==> config.mk <==
export PLATFORM = sky130hd
export DESIGN_NAME = axil_cmd_master
export DESIGN_NICKNAME = d
export VERILOG_FILES = /design/src/rtl/axil_cmd_pkg.sv /design/src/rtl/axil_cmd_fifo.sv /design/src/rtl/axil_cmd_master.sv
export SDC_FILE = /design/constraint.sdc
export NUM_CORES = 1
export LEC_CHECK = 0
export BUFFER_PORTS_ARGS = -buffer_cell sky130_fd_sc_hd__buf_4
export CAP_MARGIN = 20
export CELL_PAD_IN_SITES_DETAIL_PLACEMENT = 0
export CELL_PAD_IN_SITES_GLOBAL_PLACEMENT = 1
export CORE_ASPECT_RATIO = 1.75
export CORE_MARGIN = 10
export CORE_UTILIZATION = 54
export CTS_CLUSTER_DIAMETER = 30
export DETAILED_ROUTE_END_ITERATION = 7
export PLACE_DENSITY_LB_ADDON = 0.1
export SYNTH_ARGS = -nofsm -noshare
export SYNTH_HDL_FRONTEND = slang
export SYNTH_SLANG_ARGS = --single-unit
==> constraint.sdc <==
create_clock -name S_AXI_ACLK -period 10.9 [get_ports S_AXI_ACLK]
set_input_delay 2.18 -clock S_AXI_ACLK [delete_from_list [all_inputs] [get_ports S_AXI_ACLK]]
set_output_delay 2.18 -clock S_AXI_ACLK [all_outputs]
set_load 0.02 [all_outputs]
==> src/rtl/axil_cmd_pkg.sv <==
// Shared types and constants for the AXI4-Lite command master: FSM states,
// response status codes and the AES peripheral register map.
package axil_cmd_pkg;

  typedef enum logic [2:0] {
    ST_IDLE,
    ST_WR,
    ST_WB,
    ST_RA,
    ST_RD,
    ST_RSP
  } state_t;

  // rsp_status is {timeout, xRESP[1:0]}
  localparam logic [2:0] STAT_OKAY    = 3'b000;
  localparam logic [2:0] STAT_SLVERR  = 3'b010;
  localparam logic [2:0] STAT_DECERR  = 3'b011;
  localparam logic [2:0] STAT_TIMEOUT = 3'b100;

  localparam logic [31:0] AES_CTRL_OFS = 32'h0000_0034;
  localparam logic [31:0] AES_KEY_OFS  = 32'h0000_0020;
  localparam logic [31:0] AES_STAT_OFS = 32'h0000_0024;
  localparam logic [31:0] AES_DIN_OFS  = 32'h0000_0030;

  function automatic logic [2:0] xresp_status(input logic [1:0] resp);
    return {1'b0, resp};
  endfunction

endpackage

==> src/rtl/axil_cmd_fifo.sv <==
// Show-ahead command FIFO; pushes while full and pops while empty are dropped,
// so the producer only ever sees a plain valid/ready handshake.
module axil_cmd_fifo #(
  parameter int DEPTH = 8,
  parameter int WIDTH = 8
) (
  input  logic             clk,
  input  logic             rst_n,
  input  logic             push,
  input  logic [WIDTH-1:0] push_data,
  output logic             full,
  input  logic             pop,
  output logic [WIDTH-1:0] pop_data,
  output logic             empty
);

  localparam int PW = (DEPTH > 1) ? $clog2(DEPTH) : 1;

  logic [WIDTH-1:0] mem [DEPTH];
  logic [PW-1:0]    wr_ptr;
  logic [PW-1:0]    rd_ptr;
  logic [PW:0]      count;
  logic             do_push;
  logic             do_pop;

  assign full     = (count == (PW+1)'(DEPTH));
  assign empty    = (count == '0);
  assign do_push  = push && !full;
  assign do_pop   = pop && !empty;
  assign pop_data = mem[rd_ptr];

  // Pointers wrap naturally because DEPTH is a power of two
  always_ff @(posedge clk or negedge rst_n) begin
    if (!rst_n) begin
      wr_ptr <= '0;
      rd_ptr <= '0;
      count  <= '0;
    end else begin
      if (do_push) wr_ptr <= wr_ptr + PW'(1);
      if (do_pop)  rd_ptr <= rd_ptr + PW'(1);
      case ({do_push, do_pop})
        2'b10:   count <= count + (PW+1)'(1);
        2'b01:   count <= count - (PW+1)'(1);
        default: count <= count;
      endcase
    end
  end

  always_ff @(posedge clk) begin
    if (do_push) mem[wr_ptr] <= push_data;
  end

endmodule

==> src/rtl/axil_cmd_master.sv <==
// AXI4-Lite master that executes queued single-beat read/write commands one at
// a time, in order, with a per-phase timeout and a valid/ready response port.
module axil_cmd_master
  import axil_cmd_pkg::*;
#(
  parameter int ADDR_W  = 6,
  parameter int DATA_W  = 32,
  parameter int DEPTH   = 8,
  parameter int TIMEOUT = 256
) (
  input  logic                S_AXI_ACLK,
  input  logic                S_AXI_ARESETN,
  input  logic                cmd_valid,
  output logic                cmd_ready,
  input  logic                cmd_we,
  input  logic [ADDR_W-1:0]   cmd_addr,
  input  logic [DATA_W-1:0]   cmd_wdata,
  output logic                rsp_valid,
  input  logic                rsp_ready,
  output logic [DATA_W-1:0]   rsp_rdata,
  output logic [2:0]          rsp_status,
  output logic [ADDR_W-1:0]   M_AXI_AWADDR,
  output logic                M_AXI_AWVALID,
  input  logic                M_AXI_AWREADY,
  output logic [DATA_W-1:0]   M_AXI_WDATA,
  output logic [DATA_W/8-1:0] M_AXI_WSTRB,
  output logic                M_AXI_WVALID,
  input  logic                M_AXI_WREADY,
  input  logic [1:0]          M_AXI_BRESP,
  input  logic                M_AXI_BVALID,
  output logic                M_AXI_BREADY,
  output logic [ADDR_W-1:0]   M_AXI_ARADDR,
  output logic                M_AXI_ARVALID,
  input  logic                M_AXI_ARREADY,
  input  logic [DATA_W-1:0]   M_AXI_RDATA,
  input  logic [1:0]          M_AXI_RRESP,
  input  logic                M_AXI_RVALID,
  output logic                M_AXI_RREADY
);

  localparam int FW    = 1 + ADDR_W + DATA_W;
  localparam int CNT_W = (TIMEOUT > 2) ? $clog2(TIMEOUT) : 1;

  state_t state;
  state_t state_n;

  logic              fifo_full;
  logic              fifo_empty;
  logic              fifo_pop;
  logic              fifo_push;
  logic [FW-1:0]     fifo_rdata;
  logic              f_we;
  logic [ADDR_W-1:0] f_addr;
  logic [DATA_W-1:0] f_wdata;

  logic [ADDR_W-1:0] addr_q;
  logic [DATA_W-1:0] wdata_q;
  logic              aw_done;
  logic              w_done;
  logic [CNT_W-1:0]  cnt;
  logic [DATA_W-1:0] rdata_q;
  logic [2:0]        status_q;

  logic aw_hs;
  logic w_hs;
  logic b_hs;
  logic ar_hs;
  logic r_hs;
  logic timeout_hit;
  logic in_phase;
  logic cap_b;
  logic cap_r;
  logic cap_to;

  // cmd_ready is forced low while reset is held and rises straight after release
  assign cmd_ready = S_AXI_ARESETN && !fifo_full;
  assign fifo_push = cmd_valid && cmd_ready;

  axil_cmd_fifo #(
    .DEPTH (DEPTH),
    .WIDTH (FW)
  ) u_fifo (
    .clk       (S_AXI_ACLK),
    .rst_n     (S_AXI_ARESETN),
    .push      (fifo_push),
    .push_data ({cmd_we, cmd_addr, cmd_wdata}),
    .full      (fifo_full),
    .pop       (fifo_pop),
    .pop_data  (fifo_rdata),
    .empty     (fifo_empty)
  );

  assign {f_we, f_addr, f_wdata} = fifo_rdata;

  // VALID/READY are decoded from registered state, so each drops the cycle after its handshake
  assign M_AXI_AWVALID = (state == ST_WR) && !aw_done;
  assign M_AXI_WVALID  = (state == ST_WR) && !w_done;
  assign M_AXI_BREADY  = (state == ST_WB);
  assign M_AXI_ARVALID = (state == ST_RA);
  assign M_AXI_RREADY  = (state == ST_RD);
  assign M_AXI_AWADDR  = addr_q;
  assign M_AXI_ARADDR  = addr_q;
  assign M_AXI_WDATA   = wdata_q;
  assign M_AXI_WSTRB   = '1;

  assign rsp_valid  = (state == ST_RSP);
  assign rsp_rdata  = rdata_q;
  assign rsp_status = status_q;

  assign aw_hs = M_AXI_AWVALID && M_AXI_AWREADY;
  assign w_hs  = M_AXI_WVALID && M_AXI_WREADY;
  assign b_hs  = M_AXI_BREADY && M_AXI_BVALID;
  assign ar_hs = M_AXI_ARVALID && M_AXI_ARREADY;
  assign r_hs  = M_AXI_RREADY && M_AXI_RVALID;

  assign in_phase    = (state == ST_WR) || (state == ST_WB) ||
                       (state == ST_RA) || (state == ST_RD);
  assign timeout_hit = in_phase && (cnt == CNT_W'(TIMEOUT - 1));

  always_ff @(posedge S_AXI_ACLK or negedge S_AXI_ARESETN) begin
    if (!S_AXI_ARESETN) state <= ST_IDLE;
    else                state <= state_n;
  end

  always_comb begin
    state_n  = state;
    fifo_pop = 1'b0;
    cap_b    = 1'b0;
    cap_r    = 1'b0;
    cap_to   = 1'b0;
    case (state)
      ST_IDLE: begin
        if (!fifo_empty) begin
          fifo_pop = 1'b1;
          state_n  = f_we ? ST_WR : ST_RA;
        end
      end
      ST_WR: begin
        if ((aw_done || aw_hs) && (w_done || w_hs)) begin
          state_n = ST_WB;
        end else if (timeout_hit) begin
          state_n = ST_RSP;
          cap_to  = 1'b1;
        end
      end
      ST_WB: begin
        if (b_hs) begin
          state_n = ST_RSP;
          cap_b   = 1'b1;
        end else if (timeout_hit) begin
          state_n = ST_RSP;
          cap_to  = 1'b1;
        end
      end
      ST_RA: begin
        if (ar_hs) begin
          state_n = ST_RD;
        end else if (timeout_hit) begin
          state_n = ST_RSP;
          cap_to  = 1'b1;
        end
      end
      ST_RD: begin
        if (r_hs) begin
          state_n = ST_RSP;
          cap_r   = 1'b1;
        end else if (timeout_hit) begin
          state_n = ST_RSP;
          cap_to  = 1'b1;
        end
      end
      ST_RSP: begin
        if (rsp_ready) state_n = ST_IDLE;
      end
      default: state_n = ST_IDLE;
    endcase
  end

  // Phase counter restarts on every state change, so each phase gets a full TIMEOUT budget
  always_ff @(posedge S_AXI_ACLK or negedge S_AXI_ARESETN) begin
    if (!S_AXI_ARESETN) begin
      aw_done  <= 1'b0;
      w_done   <= 1'b0;
      cnt      <= '0;
      rdata_q  <= '0;
      status_q <= '0;
    end else begin
      if (state_n != state)  cnt <= '0;
      else if (in_phase)     cnt <= cnt + CNT_W'(1);

      if (state == ST_IDLE) begin
        aw_done <= 1'b0;
        w_done  <= 1'b0;
      end else begin
        if (aw_hs) aw_done <= 1'b1;
        if (w_hs)  w_done  <= 1'b1;
      end

      if (cap_b) begin
        rdata_q  <= '0;
        status_q <= xresp_status(M_AXI_BRESP);
      end else if (cap_r) begin
        rdata_q  <= M_AXI_RDATA;
        status_q <= xresp_status(M_AXI_RRESP);
      end else if (cap_to) begin
        rdata_q  <= '0;
        status_q <= STAT_TIMEOUT;
      end
    end
  end

  always_ff @(posedge S_AXI_ACLK) begin
    if (fifo_pop) begin
      addr_q  <= f_addr;
      wdata_q <= f_wdata;
    end
  end

endmodule
### Word-level counts from Yosys, hierarchy flattened

Memory sizes are Yosys's and may differ from the RTL's.
Cells that the tools add are included.

* register bits after elaboration: 96
* memories kept: 1
* word-level logic and storage cells: 92
* RAM bits: 312

* $add $sub $neg: 5
* equality and inequality tests: 10
* reductions and logical operators: 29
* multiplexer cells: 36

Memory list
* u_fifo.mem: depth 8, width 39, rd ports 1, clocked after memory_dff 0, wr ports 1, line axil_cmd_fifo.sv:19 `logic [WIDTH-1:0] mem [DEPTH];`

Operator list (count)
* $mux 32: 3
* $mux 3: 10
* $pmux 3 s6: 1
* $mux 1: 17
* $mux 8: 2
* $logic_and 1x1->1: 13
* $add 8x1->8 const B: 1
* $eq 8x8->1 const B: 1
* $pmux 4 s2: 1
* $reduce_bool 2->1: 4
* $add 3x1->3 const B: 2
* $eq 3x2->1 const B: 2
* $eq 3x3->1 const B: 2
* $logic_or 1x1->1: 5
* $add 4x1->4 const B: 1
* $eq 4x4->1 const B: 1
* $logic_not 1->1: 4
* $logic_not 4->1: 1
* $pmux 1 s4: 1
* $sub 4x1->4 const B: 1
* $eq 3x1->1 const B: 1
* $logic_not 3->1: 1
* $ne 3x3->1: 1
* $reduce_bool 3->1: 1
* other kinds (3): 3

### Longest topological paths before layout

Gate-level depths: netlist of run 1.

* depth after elaboration: 11
* gate-level depth with buffers: 11
* depth with buffers taken out: 11

### By module

A second synthesis of run 1 with hierarchy kept.

* cells, all modules: 755
* area, all modules: 15771.4 um^2

By module, submodules not included
* axil_cmd_fifo: area an instance 12366.9 um^2, instances 1, cells each 518
* axil_cmd_master: area an instance 3404.5 um^2, instances 1, cells each 237

### Least setup slack after synthesis of run 1

OpenSTA, ideal clock, no wires.

* path kind: in2reg
* start point: in S_AXI_ARESETN
* end point: mem u_fifo.mem[0][0] (netlist name), enable pin
* path slack: 4.585 ns
* required time: 10.416 ns
* data arrival time: 5.831 ns
* stages on the path: 4
* path through: a21boi_0 and2_1 nand2b_1 nor3_1

* longest elaborated chain between the ends: 5

RTL lines
* start, declared: line axil_cmd_master.sv:12 `input logic S_AXI_ARESETN,`
* $logic_and 1x1->1: line axil_cmd_master.sv:76 `assign cmd_ready = S_AXI_ARESETN && !fifo_full;`
* $logic_and 1x1->1: line axil_cmd_master.sv:77 `assign fifo_push = cmd_valid && cmd_ready;`
* $logic_and 1x1->1: line axil_cmd_fifo.sv:28 `assign do_push = push && !full;`
* $mux 1: line axil_cmd_fifo.sv:50 `if (do_push) mem[wr_ptr] <= push_data;`
* $mux 1 (not written as such): line axil_cmd_fifo.sv:50
* end, declared: line axil_cmd_fifo.sv:19

No other way between the ends.

### Worst setup path after layout of run 1

* start point: in S_AXI_ARESETN
* end point: out cmd_ready

* longest elaborated chain between the ends: 1

RTL lines
* $logic_and 1x1->1: line axil_cmd_master.sv:76
* end, declared: line axil_cmd_master.sv:14 `output logic cmd_ready,`

No other way between the ends.

==> results of run 1 <==
cell families after synthesis:
logic type | synth area share (%)
flip-flops | 76.6
AO/OA/AOI/OAI | 3.23
buffers and inverters | 1.79
adder cells (fa/ha/maj) | 0.609
XOR/XNOR | 0.786
multiplexers | 14.4
AND/OR/NAND/NOR | 2.53
other | 0.0240
area by class of cell:
| type | count | share of cell area (%) |
|---|---|---|
| inverters | 7 | 0.138 |
| well taps | 378 | 2.49 |
| multi-input cells | 283 | 18.1 |
| repair buffers | 183 | 7.38 |
| clock inverters | 39 | 2.35 |
| clock buffers | 51 | 6.50 |
| flip-flops and latches | 408 | 63.0 |
through the flow:
stage / instance area (um2) / std cells / power, W / hold slack [ps] / utilization (%)
after global routing: 19000 / 1349 / 0.00556 / 513 / 66.3
after floorplan: 15600 / 741 / 0.00320 / 476 / -
after detailed placement: 17300 / 1257 / 0.00372 / 485 / 60.3
final: 19000 / 1349 / 0.00531 / 499 / 66.3
after CTS: 18900 / 1347 / 0.00537 / 505 / 66.2
after global placement: 17300 / 1257 / 0.00368 / 474 / 60.3
where the power goes:
group | leakage, nW | internal [W] | switching, W | total (W)
Sequential | 3.93 | 0.00201 | 0.000187 | 0.00219
Clock | 0.804 | 0.000954 | 0.000681 | 0.00163
Combinational | 2.05 | 0.000721 | 0.000758 | 0.00148
Total | 6.78 | 0.00368 | 0.00163 | 0.00531
state kept, by name (all words and copies together), names as in the netlist:
signal         count
rsp_status         3
u_fifo.count       4
u_fifo.mem       312
aw_done            1
state              3
M_AXI_ARADDR       6
rsp_rdata         32
w_done             1
u_fifo.rd_ptr      3
cnt                8
M_AXI_WDATA       32
u_fifo.wr_ptr      3
worst min path at each step:
| stage | startpoint | end | slack (ps) | cells past startpoint |
|---|---|---|---|---|
| finish | rsp_rdata[10] | rsp_rdata[10] | 500 | 1 |
| CTS | rsp_rdata[10] | rsp_rdata[10] | 510 | 1 |
| global route | rsp_rdata[22] | rsp_rdata[22] | 510 | 1 |
| global placement | rsp_status[0] | rsp_status[0] | 470 | 1 |
| detailed placement | rsp_rdata[27] | rsp_rdata[27] | 480 | 1 |
| floorplan | u_fifo.count[2] | u_fifo.count[2] | 480 | 2 |
cells in the final DEF (no fill, tap or decap), types with 9 or more instances in the layout:
cell type  count
a22o_1        34
buf_4        181
clkbuf_16     49
dfrtp_1       55
edfxtp_1     350
inv_6         12
mux2_2        40
mux4_2        78
nand2_1       17
nor2_1        11
xnor2_1        9
per-layer routing:
layer	track usage (%)	wire length, um	up-vias
met5	0	0	-
met3	4.22	2020	46
met1	20.8	12100	4005
li1	-	-	3392
met2	30.6	16800	221
met4	5.12	588	0
==> results_dict.tcl, run 1 <==
set metrics [dict create \
    ys_top_cells_by_area "edfxtp_1 (67%), mux4_2 (11%), dfrtp_1 (9.3%)" \
    start_util_pct 54.5 \
    crit_path_start_kind "primary input" \
    netlist_top_cells_count "edfxtp_1 (350), mux4_2 (78), dfrtp_1 (58)" \
    wl_per_cell_um 23.3 \
    clkTransAtPathRegs_ps 50 \
    r2r_start "state[0]" \
    cts_resized 0 \
    timing.final.max_slew_violations 0 \
    drt_pass1_iterations 4 \
    cts_setup_buffers 0 \
    crit_path_start "S_AXI_ARESETN" \
    wirelength_mm 31.5 \
    regArea_um2 12000 \
    crit_family "buffers and inverters" \
    setup_tns_ps 0 \
    p_leak_nw 6.78 \
    grt_max_degree 81 \
    rows 82 \
    diodes 0 \
    ys_types 47 \
    relSlewSlack_pct 40.7 \
    critPathRequiredTime_ps 8720 \
    cp_max_fo 59 \
    portBuffers 169 \
    setup_viol 0 \
    postSynthAreaPerCell_um2 21.1 \
    drt_iter0_markers 445 \
    regToRegSetupSlack_ps 7710 \
    netlist_area_um2 15600 \
    htreeDepth 2 \
    cts_hold_buf 0 \
    end_kind "primary output" \
    finalNetCount 1023 \
    die_w_um 149 \
    cts.sinks 408 \
    ios 174 \
    cts_tree "yes" \
    synth-seq-cells 408 \
    die_h_um 245 \
    netlist_instances 738 \
    syn_to_final_growth_pct 21.7 \
    layout-drive-gt1-share_pct 41.8 \
    min_period_ps 5420 \
    cts_buffer_depth 3 \
    cts_made_buffers 49 \
    path_depth 3 \
    synth_most_common_cell "edfxtp_1" \
    p_per_area_nw_per_um2 279 \
    reg2reg_depth 10 \
    slowest_stage "buf_4" \
    ant_nets 0 \
    rsz0062_at_grt "no" \
    clock_skew_ps 19.4 \
    ys_seq_area_share_pct 76.6 \
    crit_end "cmd_ready" \
    cap_violations 0 \
    gr-usage-all-layers_pct 17.4 \
    worst_pin_slew_ps 890 \
    gp_congestion 0.788 \
    synth_edf_count 350 \
    cpMostUsedCell "buf_4" \
    synth_top_area_share_pct 67.3 \
    synth_top_cell_by_area "edfxtp_1" \
    rr_endpoint "u_fifo.count[3]" \
    cts-root-buf "clkbuf_16" \
    nFillCells 1901 \
    run_status "finished clean" \
    core_um2 28600 \
    path_buf_inv 2 \
    clock_latency_ps 570 \
    min_path_type "flop to flop" \
    antenna_found_initial 0 \
    die_area_um2 36400 \
    multi_input_area_um2 3440 \
    first_global_vias 8540 \
    post-dp-hpwl_mm 18.6 \
    slowest_delay_ps 550 \
    cp_data_arrival_time_ps 3240 \
    grt_overflow 0 \
    dp_slack_ps 5410 \
    setup_ws_ps 5480 \
    ys_async_sr_fraction_pct 14.2 \
    vias 7664 \
    hold_viol 0 \
    fmax_mhz 184 \
    crit_chain "buf_4 -> a21boi_0 -> buf_4" \
    post-route-drc-count 0 \
    post-route-period-util_pct 49.7 \
    synth_flop_cell "edfxtp_1" \
    via_per_inst 5.68 \
    peakVddDrop_mv 0.169 \
    synth_warnings 0 \
    grt_pass1_wl_mm 49.6 \
    crit_type "primary input to primary output" \
]
Note: power is estimated with default switching activity, not from simulation.
==> run 2, diff against run 1 <==
--- a/config.mk
+++ b/config.mk
@@ -11,7 +11,7 @@
 export CELL_PAD_IN_SITES_GLOBAL_PLACEMENT = 1
 export CORE_ASPECT_RATIO = 1.75
 export CORE_MARGIN = 10
-export CORE_UTILIZATION = 54
+export CORE_UTILIZATION = 46
 export CTS_CLUSTER_DIAMETER = 30
 export DETAILED_ROUTE_END_ITERATION = 7
 export PLACE_DENSITY_LB_ADDON = 0.1
==> constraint.sdc (replaced) <==
create_clock -name S_AXI_ACLK -period 4.7 [get_ports S_AXI_ACLK]
set_input_delay 0.94 -clock S_AXI_ACLK [delete_from_list [all_inputs] [get_ports S_AXI_ACLK]]
set_output_delay 0.94 -clock S_AXI_ACLK [all_outputs]
set_load 0.02 [all_outputs]
==> run 2 against run 1 <==
  * Critical path type is now flop to primary output
  * Largest cell class unchanged
  * Clock power increased to 2.5 times the previous value
  * Routed wire length increased by 7.2%
  * Register-to-register slack got worse by 5700 ps
  * Sequential power increased by 140%
  * Power increased by 140%
  * Design area increased by 1.9%
==> results_dict.tcl, run 2 (synthesized netlist as in run 1, its figures left out) <==
set metrics [dict create \
    largest_reg_flops 312 \
    clock_latency_ps 570 \
    syn_to_final_growth_pct 24.0 \
    cts_setup_buffers 0 \
    crit_path_start "state[0]" \
    rr_endpoint "u_fifo.mem[5][20]" \
    setup_tns_ps 0 \
    ios 174 \
    cts_resized 0 \
    cts_buffer_depth 3 \
    cp_data_arrival_time_ps 1900 \
    cts.sinks 408 \
    via_per_inst 5.39 \
    r2r_start "u_fifo.count[0]" \
    grt_pass1_wl_mm 53.1 \
    holdPathStages 1 \
    peakVddDrop_mv 0.418 \
    worst_pin_slew_ps 896 \
    regMostFlops "u_fifo.mem" \
    diodes 0 \
    crit_family "flip-flops" \
    rows 89 \
    die_w_um 159 \
    antenna_found_initial 0 \
    grt_max_degree 59 \
    die_area_um2 42000 \
    hold_start "rsp_status[0]" \
    gr-usage-all-layers_pct 16.2 \
    wl_per_cell_um 23.5 \
    fmax_mhz 352 \
    p_per_area_nw_per_um2 655 \
    drt_iter0_markers 519 \
    setup_viol 0 \
    reg2reg_depth 6 \
    crit_type "flop to primary output" \
    drt_pass1_iterations 4 \
    portBuffers 169 \
    cts_tree "yes" \
    post-dp-hpwl_mm 21.1 \
    holdWs_ps 497 \
    timing.final.max_slew_violations 0 \
    power_w 0.0127 \
    relSlewSlack_pct 40.3 \
    layout-drive-gt1-share_pct 42.5 \
    hold_viol 0 \
    core_um2 33600 \
    p_leak_nw 6.89 \
    htreeDepth 2 \
    min_period_ps 2840 \
    design_area_um2 19400 \
    placed_area_um2 17500 \
    path_depth 4 \
    gp_congestion 0.781 \
    cp_max_fo 14 \
    crit_chain "nor2b_1 -> nand2b_1 -> nor2_1 -> buf_4" \
    cts-root-buf "clkbuf_16" \
    slowest_stage "dfrtp_1" \
    final_common_cell "edfxtp_1" \
    slowest_delay_ps 660 \
    path_buf_inv 1 \
    run_status "finished clean" \
    ant_nets 0 \
    clock_skew_ps 22.8 \
    cts_hold_buf 0 \
    critPathRequiredTime_ps 3760 \
    die_h_um 264 \
    finalNetCount 1032 \
    vias 7756 \
    post-route-drc-count 0 \
    start_util_pct 46.4 \
    first_global_vias 8530 \
    cap_violations 0 \
    rsz0062_at_grt "no" \
    cts_made_buffers 55 \
    crit_path_start_kind "flop" \
    crit_end "M_AXI_AWVALID" \
    end_kind "primary output" \
    final_cell_mix "edfxtp_1 (350), buf_4 (179), mux4_2 (78)" \
    grt_overflow 0 \
    post-route-period-util_pct 60.5 \
    min_path_type "flop to flop" \
    clkTransAtPathRegs_ps 60 \
    wirelength_mm 33.7 \
    final_util_pct 57.5 \
    regToRegSetupSlack_ps 1990 \
]
[run 2: cell types whose count changed in the layout (fill, tap and decap cells not counted), sizes merged]
cell,delta
bufinv,+1
inv,-1
clkbuf,+8
buf,+3
clkinvlp,+2
[run 2: metrics by stage]
stage | worst slack, ps | cells
after floorplan | 685 | 741
after global placement | 1480 | 1337
after detailed placement | 1460 | 1339
after CTS | 1830 | 1439
after global routing | 1750 | 1439
final | 1860 | 1439
[run 2: metal layers]
layer	global-route usage (%)	wire length, um	vias to the layer above
met4	4.80	652	0
met2	29.4	18500	241
met3	3.33	1520	51
met5	0	0	-
li1	-	-	3414
met1	19.0	13100	4050
[run 2: how the worst min path moves through the flow]
| stage | end | slack (ps) |
|---|---|---|
| 2_1_floorplan | u_fifo.count[2] | 480 |
| 3_3_place_gp | rsp_status[1] | 470 |
| 3_5_place_dp | rsp_status[0] | 480 |
| 4_1_cts | rsp_status[0] | 500 |
| 5_1_grt | rsp_status[0] | 510 |
| 6_report | rsp_status[0] | 500 |
[run 2: area by class of cell]
type,count,area (um2)
Clock buffer,59,1390
Fill cell,2562,14300
Multi-Input combinational cell,283,3450
Tap cell,455,569
Sequential cell,408,12000
Timing Repair Buffer,186,1490
Inverter,7,26.3
Clock inverter,41,455
[run 2: power by group]
part	switching (W)	internal (W)
Sequential	0.000506	0.00465
Combinational	0.00174	0.00169
Clock	0.00162	0.00248
Total	0.00387	0.00882
==> run 3, diff against run 2 <==
==> constraint.sdc (replaced) <==
create_clock -name S_AXI_ACLK -period 2.3 [get_ports S_AXI_ACLK]
set_input_delay 0.46 -clock S_AXI_ACLK [delete_from_list [all_inputs] [get_ports S_AXI_ACLK]]
set_output_delay 0.46 -clock S_AXI_ACLK [all_outputs]
set_load 0.02 [all_outputs]
==> run 3 against run 2 <==
  * Largest cell class unchanged
  * Hold slack got worse by 430 ps
  * Critical path depth increased by 4
  * Count of clock-buffer cells in the layout increased by 2
  * Setup slack got worse by 1800 ps
  * First-iteration DRC count decreased by 5.6%
  * Via count increased by 0.52%
  * Final cell count increased by 1.8%
  * Power increased by 110%
  * Highest routed layer unchanged
==> results_dict.tcl, run 3 (synthesized netlist as in run 1, its figures left out) <==
set metrics [dict create \
    run_status "finished clean" \
    antenna_found_initial 0 \
    cts-root-buf "clkbuf_16" \
    die_w_um 159 \
    cp_data_arrival_time_ps 2630 \
    ios 174 \
    gr-usage-all-layers_pct 15.9 \
    first_global_vias 8762 \
    clock_latency_ps 580 \
    grt_overflow 0 \
    switching_share_pct 29.7 \
    min_period_ps 2200 \
    dp.cells 1364 \
    peakVddDrop_mv 0.766 \
    syn_to_final_growth_pct 26.5 \
    htreeDepth 2 \
    cts_tree "yes" \
    die_area_um2 42000 \
    post-dp-hpwl_mm 21.0 \
    relSlewSlack_pct 51.1 \
    crit_chain "buf_4 -> buf_4 -> o21a_4 -> nor4_4 -> buf_4 -> a211oi_2 -> a22oi_2 -> nor4_1" \
    power_frac_seq_pct 38.6 \
    cp_max_fo 9 \
    cts_buffer_depth 3 \
    layout-drive-gt1-share_pct 44.5 \
    final_cell_mix "edfxtp_1 (350), buf_4 (195), mux4_2 (78)" \
    cpMostUsedCell "buf_4" \
    regMostFlops "u_fifo.mem" \
    timing.final.max_slew_violations 0 \
    grt_max_degree 59 \
    fmax_mhz 454 \
    crit_path_start_kind "flop" \
    grt_pass1_wl_mm 52.2 \
    clock_skew_ps 23.1 \
    portBuffers 169 \
    wl_per_cell_um 22.9 \
    worst_pin_slew_ps 734 \
    p_switching_w 0.00782 \
    path_depth 8 \
    post-route-period-util_pct 95.8 \
    finalNetCount 1056 \
    die_h_um 264 \
    cts.sinks 408 \
    final_cell_count_no_fill 1465 \
    slowest_delay_ps 410 \
    diodes 0 \
    path_buf_inv 3 \
    placed_area_um2 17900 \
    core_um2 33600 \
    post-route-drc-count 0 \
    design_area_um2 19700 \
    setup_viol 0 \
    rows 89 \
    hold_viol 0 \
    p_per_area_nw_per_um2 1340 \
    slowest_stage "a22oi_2" \
    p_leak_nw 7.09 \
    gp_congestion 0.764 \
    power_frac_clock_pct 31.8 \
    cts_made_buffers 53 \
    start_util_pct 46.4 \
    crit_type "flop to flop" \
    p_int_w 0.0186 \
    via_per_inst 5.32 \
    final_common_cell "edfxtp_1" \
    largest_reg_flops 312 \
    power_frac_comb_pct 29.6 \
    min_path_type "primary input to async pin" \
    cts_hold_buf 0 \
    vias 7796 \
    drt_pass1_iterations 4 \
    ant_nets 0 \
    clkTransAtPathRegs_ps 50 \
    cap_violations 0 \
    end_kind "flop" \
    crit_family "compound AO/OA/AOI/OAI gates" \
    drt_iter0_markers 490 \
    critPathRequiredTime_ps 2720 \
    rsz0062_at_grt "no" \
    wirelength_mm 33.5 \
    reg2reg_depth 8 \
]
## run 3: cell count changes in the layout (fill, tap and decap cells not counted), sizes merged
cell,previous run,this run
clkinv,12,17
inv,23,18
clkbuf,59,61
buf,186,212
clkinvlp,8,4
bufinv,5,7
## run 3: repair_timing
action	CTS	global route
pin swaps	0	0
gates resized for setup	0	4
endpoints found under the setup margin	2	10
buffers inserted	1	0
## run 3: area by class of cell
class	count	area [um2]
clock buffers	61	1390
clock inverters	39	464
fillers	2528	13900
inverters	7	26.3
multi-input cells	283	3520
flip-flops and latches	408	12000
well taps	455	569
repair buffers	212	1800
## run 3: power groups by stage
stage,sequential (W),clock (W),combinational (W)
global placement,0.0103,0,0.00778
finish,0.0102,0.00838,0.00781
detailed placement,0.0103,0,0.00796
global route,0.0103,0.00892,0.00845
floorplan,0.0108,0,0.00447
CTS,0.0102,0.00859,0.00800
## run 3: path summary, 6_finish.rpt
kind | start | to | slack, ps
hold / removal | S_AXI_ARESETN | u_fifo.count[2] | 60
setup / recovery | state[0] | cnt[5] | 100
min in group S_AXI_ACLK | cmd_wdata[1] | u_fifo.mem[5][1] | 110
hold reg to reg | rsp_status[0] | rsp_status[0] | 490
setup reg to reg | state[0] | cnt[5] | 100
max in group asynchronous | S_AXI_ARESETN | u_fifo.rd_ptr[1] | 1690
## run 3: metrics by stage
| step | utilization [%] | TNS (ps) | worst slack, ps | hold WS [ps] | power (W) |
|---|---|---|---|---|---|
| global route | 58.7 | 0 | 9.70 | 100 | 0.0277 |
| detailed placement | 53.1 | 0 | 81.6 | 476 | 0.0183 |
| global placement | 53.1 | -1300 | -42.4 | 474 | 0.0181 |
| floorplan | - | -21300 | -512 | 164 | 0.0153 |
| finish | 58.7 | 0 | 97.3 | 64.4 | 0.0264 |
| CTS | 58.6 | 0 | 6.85 | 69.5 | 0.0268 |
## run 3: routing by layer
metal / up-vias / global-route usage, % / part of all wire [%]
li1: 3466 / - / -
met1: 4020 / 18.7 / 39
met2: 252 / 28.2 / 53
met3: 58 / 3.89 / 5.8
met4: 0 / 4.98 / 2.1
met5: - / 0 / 0
